===== config.mk =====
export PLATFORM = sky130hd
export DESIGN_NAME = mips_regfile_wb_flat
export DESIGN_NICKNAME = d
export VERILOG_FILES = /design/src/rtl/mips_regfile_wb_if.sv /design/src/rtl/mips_regfile_wb.sv /design/src/flat_wrapper.sv
export SDC_FILE = /design/constraint.sdc
export NUM_CORES = 2
export LEC_CHECK = 0
export BUFFER_PORTS_ARGS = -buffer_cell sky130_fd_sc_hd__buf_2
export CORE_UTILIZATION = 27
export DETAILED_ROUTE_END_ITERATION = 7
export PLACE_DENSITY_LB_ADDON = 0.3
export SYNTH_ARGS = -nofsm -noshare
export SYNTH_HDL_FRONTEND = slang
export SYNTH_SLANG_ARGS = --single-unit

===== constraint.sdc =====
create_clock -name clk -period 4.8 [get_ports clk]
set_clock_uncertainty 0.15 [all_clocks]
set_input_delay 1.44 -clock clk [delete_from_list [all_inputs] [get_ports clk]]
set_output_delay 1.44 -clock clk [all_outputs]
set_load 0.03 [all_outputs]

===== src/rtl/mips_regfile_wb_if.sv =====
`default_nettype none
// ==========================================================================
// mips_regfile_wb_if : instruction/operand/result bus of the register file
// Revision 1.0
// ==========================================================================
interface mips_regfile_wb_if #(
  parameter int DW = 32,
  parameter int AW = 5
);
  logic [31:0]   ins_mem;
  logic          ins_valid;
  logic [DW-1:0] ALU_result;
  logic [DW-1:0] read_data1;
  logic [DW-1:0] read_data2;
  logic          wb_pending;
  logic [AW-1:0] wb_addr;
  logic [AW-1:0] dbg_addr;
  logic [DW-1:0] dbg_data;

  modport slave (
    input  ins_mem, ins_valid, ALU_result, dbg_addr,
    output read_data1, read_data2, wb_pending, wb_addr, dbg_data
  );

  modport master (
    output ins_mem, ins_valid, ALU_result, dbg_addr,
    input  read_data1, read_data2, wb_pending, wb_addr, dbg_data
  );
endinterface
`default_nettype wire


===== src/rtl/mips_regfile_wb.sv =====
`default_nettype none
// ==========================================================================
// mips_regfile_wb : 32x32 MIPS register file with one-entry bypassed write-back
// Revision 1.0
// ==========================================================================
module mips_regfile_wb #(
  parameter int NREGS = 32,
  parameter int DW    = 32
) (
  input  wire logic         clk,
  input  wire logic         rst,
  mips_regfile_wb_if.slave  bus
);
  localparam int AW = $clog2(NREGS);

  logic [5:0]    opcode;
  logic [AW-1:0] rs;
  logic [AW-1:0] rt;
  logic [AW-1:0] rd;
  logic [AW-1:0] dest;

  logic [DW-1:0] regs [NREGS];
  logic          wb_valid_q;
  logic [AW-1:0] wb_dest_q;

  logic [DW-1:0] rdata1;
  logic [DW-1:0] rdata2;
  logic [DW-1:0] dbg_rdata;
  logic          unused_ins;

  assign opcode = bus.ins_mem[31:26];
  assign rs     = bus.ins_mem[25:21];
  assign rt     = bus.ins_mem[20:16];
  assign rd     = bus.ins_mem[15:11];
  assign unused_ins = ^bus.ins_mem[10:0];

  // R-type retires into rd, every other format into rt
  assign dest = (opcode == 6'd0) ? rd : rt;

  always_ff @(posedge clk) begin
    if (!rst) begin
      wb_valid_q <= 1'b0;
      wb_dest_q  <= '0;
    end else begin
      wb_valid_q <= bus.ins_valid && (dest != '0);
      wb_dest_q  <= dest;
    end
  end

  // Retire uses the entry captured last cycle; $0 is excluded at capture
  always_ff @(posedge clk) begin
    if (!rst) begin
      for (int i = 0; i < NREGS; i++) begin
        regs[i] <= '0;
      end
    end else if (wb_valid_q && (wb_dest_q != '0)) begin
      regs[wb_dest_q] <= bus.ALU_result;
    end
  end

  always_comb begin
    rdata1 = '0;
    rdata2 = '0;
    if (rst && (rs != '0)) begin
      rdata1 = (wb_valid_q && (wb_dest_q == rs)) ? bus.ALU_result : regs[rs];
    end
    if (rst && (rt != '0)) begin
      rdata2 = (wb_valid_q && (wb_dest_q == rt)) ? bus.ALU_result : regs[rt];
    end
  end

  always_comb begin
    dbg_rdata = '0;
    if (rst && (bus.dbg_addr != '0)) begin
      dbg_rdata = regs[bus.dbg_addr];
    end
  end

  assign bus.read_data1 = rdata1;
  assign bus.read_data2 = rdata2;
  assign bus.dbg_data   = dbg_rdata;
  assign bus.wb_pending = wb_valid_q;
  assign bus.wb_addr    = wb_dest_q;
endmodule
`default_nettype wire


===== src/flat_wrapper.sv =====
// flat-port wrapper written by rule: the top's interface ports become plain ports
module mips_regfile_wb_flat 
#(
  parameter int NREGS = 32,
  parameter int DW    = 32
)
  (clk, rst, bus_ins_mem, bus_ins_valid, bus_ALU_result, bus_dbg_addr, bus_read_data1, bus_read_data2, bus_wb_pending, bus_wb_addr, bus_dbg_data);
  mips_regfile_wb_if #(.DW(DW), .AW(5)) bus_i ();
  input  wire logic clk;
  input  wire logic rst;
  input wire logic [$bits(bus_i.ins_mem)-1:0] bus_ins_mem;
  input wire logic [$bits(bus_i.ins_valid)-1:0] bus_ins_valid;
  input wire logic [$bits(bus_i.ALU_result)-1:0] bus_ALU_result;
  input wire logic [$bits(bus_i.dbg_addr)-1:0] bus_dbg_addr;
  output wire logic [$bits(bus_i.read_data1)-1:0] bus_read_data1;
  output wire logic [$bits(bus_i.read_data2)-1:0] bus_read_data2;
  output wire logic [$bits(bus_i.wb_pending)-1:0] bus_wb_pending;
  output wire logic [$bits(bus_i.wb_addr)-1:0] bus_wb_addr;
  output wire logic [$bits(bus_i.dbg_data)-1:0] bus_dbg_data;
  assign bus_i.ins_mem = bus_ins_mem;
  assign bus_i.ins_valid = bus_ins_valid;
  assign bus_i.ALU_result = bus_ALU_result;
  assign bus_i.dbg_addr = bus_dbg_addr;
  assign bus_read_data1 = bus_i.read_data1;
  assign bus_read_data2 = bus_i.read_data2;
  assign bus_wb_pending = bus_i.wb_pending;
  assign bus_wb_addr = bus_i.wb_addr;
  assign bus_dbg_data = bus_i.dbg_data;
  mips_regfile_wb #(.NREGS(NREGS), .DW(DW)) u_core (.clk(clk), .rst(rst), .bus(bus_i));
endmodule

======== Yosys cells after proc, flatten, opt, wreduce, memory -nomap -nowiden ========
Memory sizes are Yosys's and may differ from the RTL's.
Index checks and enable logic that the tools add are counted.
storage, ports and cells
  RAM bits ................................ 1024
  output and inout bits ................... 102
  register bits after elaboration ......... 6
  input port bits ......................... 72
  latch bits .............................. 0
  logic and storage cells ................. 32
  memories ................................ 1
  ROM bits ................................ 0
operators by class
  multiplexer cells ....................... 13
  $mul .................................... 0
  bitwise gates (word level) .............. 0
  reductions and logical operators ........ 14
  eq/ne operators ......................... 2
  shift operators ......................... 0
  div/mod/pow operators ................... 0
  $add $sub $neg .......................... 0
  magnitude comparators ................... 0
memory list
  name         words  bits a word  rd ports  clocked after Yosys merged registers in  wr ports  RTL line               RTL
  u_core.regs  32     32           3         0                                        32        mips_regfile_wb.sv:22  logic [DW-1:0] regs [NREGS];
operator list
  cell                 count
  $mux W32             6
  $reduce_or A32 Y1    1
  $reduce_bool A5 Y1   5
  $eq A5 B5 Y1         2
  $mux W5              2
  $logic_and A1 B1 Y1  7
  $logic_not A6 Y1     1
  $mux W1              5

======== Logic depth before layout (Yosys ltp) ========
  depth in word-level cells ............... 7
  gate-level depth with buffers ........... 10
  mapped depth without buffers ............ 5

======== Worst setup path before layout ========
OpenSTA, ideal clock, no wires.
  path type ............................... in2out
  start point ............................. input port bus_dbg_addr[0]
  end point ............................... output port bus_dbg_data[27]
  required time ........................... 3210 ps
  setup slack ............................. -390 ps
  buffers on the path ..................... 5
  data arrival time ....................... 3600 ps
  cell stages on the path ................. 9
  path through ............................ buf_2 buf_4 buf_4 buf_4 buf_2 mux2i_1 o22ai_1 a211oi_1 a221oi_1
between the ends
  cells in the longest elaborated chain, start to end .. 3
  elaborated cells on any way between the ends .. 4
  those cells by class .................... mux: 1; reduce/logical: 2; memory: 1
RTL lines
  what                                                     RTL line               RTL
  start: declaration                                       flat_wrapper.sv:14     input wire logic [$bits(bus_i.dbg_addr)-1:0] bus_dbg_addr;
  branches (longest 2 deep; another with $mem_v2 Z32 W32)  --
  $mux W32 *                                               mips_regfile_wb.sv:74  if (rst && (bus.dbg_addr != '0)) begin
  end: declaration                                         flat_wrapper.sv:19     output wire logic [$bits(bus_i.dbg_data)-1:0] bus_dbg_data;
Every way passes the cells marked *.

======== Final worst setup path ========
  start point ............................. input port bus_ins_mem[16]
  end point ............................... output port bus_read_data2[22]
between the ends
  cells in the longest elaborated chain, start to end .. 4
  elaborated cells on any way between the ends .. 7
  those cells by class .................... eq/ne: 1; mux: 2; reduce/logical: 3; memory: 1
RTL lines
  what                                                     RTL line               RTL
  start: declaration                                       flat_wrapper.sv:11     input wire logic [$bits(bus_i.ins_mem)-1:0] bus_ins_mem;
  branches (longest 3 deep; another with $mem_v2 Z32 W32)  --
  $mux W32 *                                               mips_regfile_wb.sv:67  if (rst && (rt != '0)) begin
  end: declaration                                         flat_wrapper.sv:16     output wire logic [$bits(bus_i.read_data2)-1:0] bus_read_data2;
Marks and branches as above.

==> flow_summary.toml <==
[sta]
fin_ws_ps = -480
report.final.slew_viol_count = 0
relSlewSlack = 0.163
fmax_mhz = 189
period_needed_ps = 5280
fin_hold_ws_ps = 779
tightest_slew_ps = 1260
hold_viol = 0
rsz0062_at_grt = "yes"
setup_viol = 96
post-route-period-util = 1.10

[synth]
syn_area_um2 = 63900
synth-edff-count = 1024
yosys_warnings = 0
synth_common_cells = "edfxtp_1 (1024), and2_1 (992), mux4_2 (692)"
syn_inst = 4399
synth-seq-cells = 1030
ys_seq_area_frac = 0.483
synth.largest_area_cell = "edfxtp_1"
synth_cell_type_count = 45
yosys-top-cells-area = "edfxtp_1 (48%), mux4_2 (24%), and2_1 (9.7%), mux2i_1 (4.3%), clkbuf_1 (2.1%)"
synth.avg_cell_area_um2 = 14.5
ys.flop_type = "edfxtp_1"
postSynth.asyncResetShare = 0
synth_most_common_cell = "edfxtp_1"
synth_top_area_frac = 0.481

[floorplan]
placementRows = 178
core_um2 = 235000
die_h_um = 488
io_pins = 174
die_area_um2 = 239000
initial_core_util = 0.272
die_x_um = 488

[worst_setup_path]
worst_ep_arrival_time_ps = 3690
cp-start-kind = "input port"
path_class = "input port to output pin"
cp.required_ps = 3210
cp_max_fo = 6
end_kind = "output pin"

[cts]
cts_tree = "yes"
cts-root-buf = "clkbuf_16"
clk_path_buf_depth = 3
clk_latency_ps = 770
cts.sinks = 1030
clk_pin_slew_worst_paths_ps = 70
cts_buffers = 110
htreeDepth = 3

[min_path]
min_path_type = "input port to register"

[grt]
grt_overflow = 0
antenna_found_initial = 32
grt_start_max_net_pins = 37
grt_usage = 0.255
grt_pass1_wl_um = 416000
grt_pass1_vias = 48300

[place]
hpwlAfterDp_um = 186000
dpl_worst_slack_ps = -641
globalplace.congestion = 0.900
io_buffers = 162

[cells_and_area]
nNetsFinal = 5174
syn_to_final_growth_pct = 35.7
seq_area_um2 = 30900
drive_above_1_share = 0.476
multi_input_area_um2 = 34600
fillers = 22100

[pwr]
p_leak_nw = 32.0
vdd_drop_max_mv = 0.285
power_density_nw_per_um2 = 286

[routing]
drt-initial-drc-count = 7540
routedWlPerCell_um = 37.2
drc = 0
avgViaCountPerCell = 5.94
vias = 49900
antenna_left = 2
wirelength_um = 313000
first_pass_iters = 6

[job]
timing.max_cap.violations = 0

[outcome]
outcome = "complete, but fails checks"
violations = "antenna rules, setup timing"
## worst paths after layout
path / startpoint / endpoint / slack, ps / cells after the start
setup / recovery: bus_ins_mem[16] / bus_read_data2[22] / -480 / 8
hold / removal: bus_ins_mem[13] / u_core.bus.wb_addr[2] / 780 / 3
setup reg to reg: u_core.bus.wb_addr[4] / u_core.regs[28][19] / 1200 / 7
hold reg to reg: u_core.bus.wb_pending / u_core.regs[11][2] / 1110 / 3
## sequential cells by signal, indices dropped and copies added, names as in the netlist
| name | flops |
|---|---|
| u_core.bus.wb_addr | 5 |
| u_core.bus.wb_pending | 1 |
| u_core.regs | 1024 |
## worst max-delay path: stages
cell and delay, ps:
buf_16 160, buf_12 170, buf_16 160, mux4_2 530, mux4_2 530, nor4b_1 170
a211o_1 330, buf_6 180
## cell families (layout without fill, tap and decap cells)
logic type | Yosys count | after routing | synth area share
compound gates | 508 | 508 | 0.0609
simple gates | 1303 | 1303 | 0.123
buf+inv | 528 | 1294 | 0.0353
mux | 1019 | 1019 | 0.296
other cells | 1 | 91 | 0.0000587
flops | 1030 | 1030 | 0.483
xor+xnor | 10 | 10 | 0.00137
## cells in the final DEF (no fill, tap or decap), drive strengths merged, types with 54 or more instances in the layout
cell / n
a211o: 54
clkbuf: 143
a21oi: 55
a221oi: 79
mux2: 54
nor2b: 66
mux2i: 273
edfxtp: 1024
buf: 1065
mux4: 692
nor2: 77
diode: 59
and2: 992
## final cells by class
| class | instances | share of cell area |
|---|---|---|
| antenna | 59 | 0.00170 |
| multi-input combinational | 2872 | 0.399 |
| tap | 3150 | 0.0455 |
| inverter | 9 | 0.000390 |
| sequential | 1030 | 0.356 |
| timing repair buffer | 1079 | 0.152 |
| clock buffer | 130 | 0.0333 |
| clock inverter | 76 | 0.0125 |
## repair_timing
| item | 4_1_cts | 5_1_grt |
|---|---|---|
| cloned | 39 | 12 |
| resized for setup | 720 | 333 |
| setup buffers | 196 | 112 |
| hold buffers | 0 | 0 |
| endpoints found under the setup margin | 96 | 96 |
| pin swaps | 169 | 183 |
## power by group
group	switching (mW)	internal [mW]	leakage, nW
registers	0.209	10.1	11.0
logic	2.64	2.17	19.1
clock network	4.00	5.65	1.93
total	6.85	18.0	32.0
## per-stage QoR
step	total power [mW]	std cells	setup TNS (ps)	cell area, um^2	utilization
2_1_floorplan	12.5	4430	-96220	64500	-
3_3_place_gp	14.2	7846	-43520	74100	0.315
3_5_place_dp	14.3	7846	-43140	74100	0.315
4_1_cts	24.5	8257	-28200	84200	0.358
5_1_grt	25.2	8357	-29770	86600	0.368
6_report	24.8	8405	-28210	86700	0.369
## per-layer routing
metal | up-vias | GRT usage | wire, um
li1 | 19000 | - | -
met1 | 26100 | 0.308 | 110000
met2 | 3825 | 0.401 | 144000
met3 | 961 | 0.0545 | 34000
met4 | 4 | 0.188 | 24600
met5 | - | 0 | 21
Note: power is estimated with default switching activity, not from simulation.
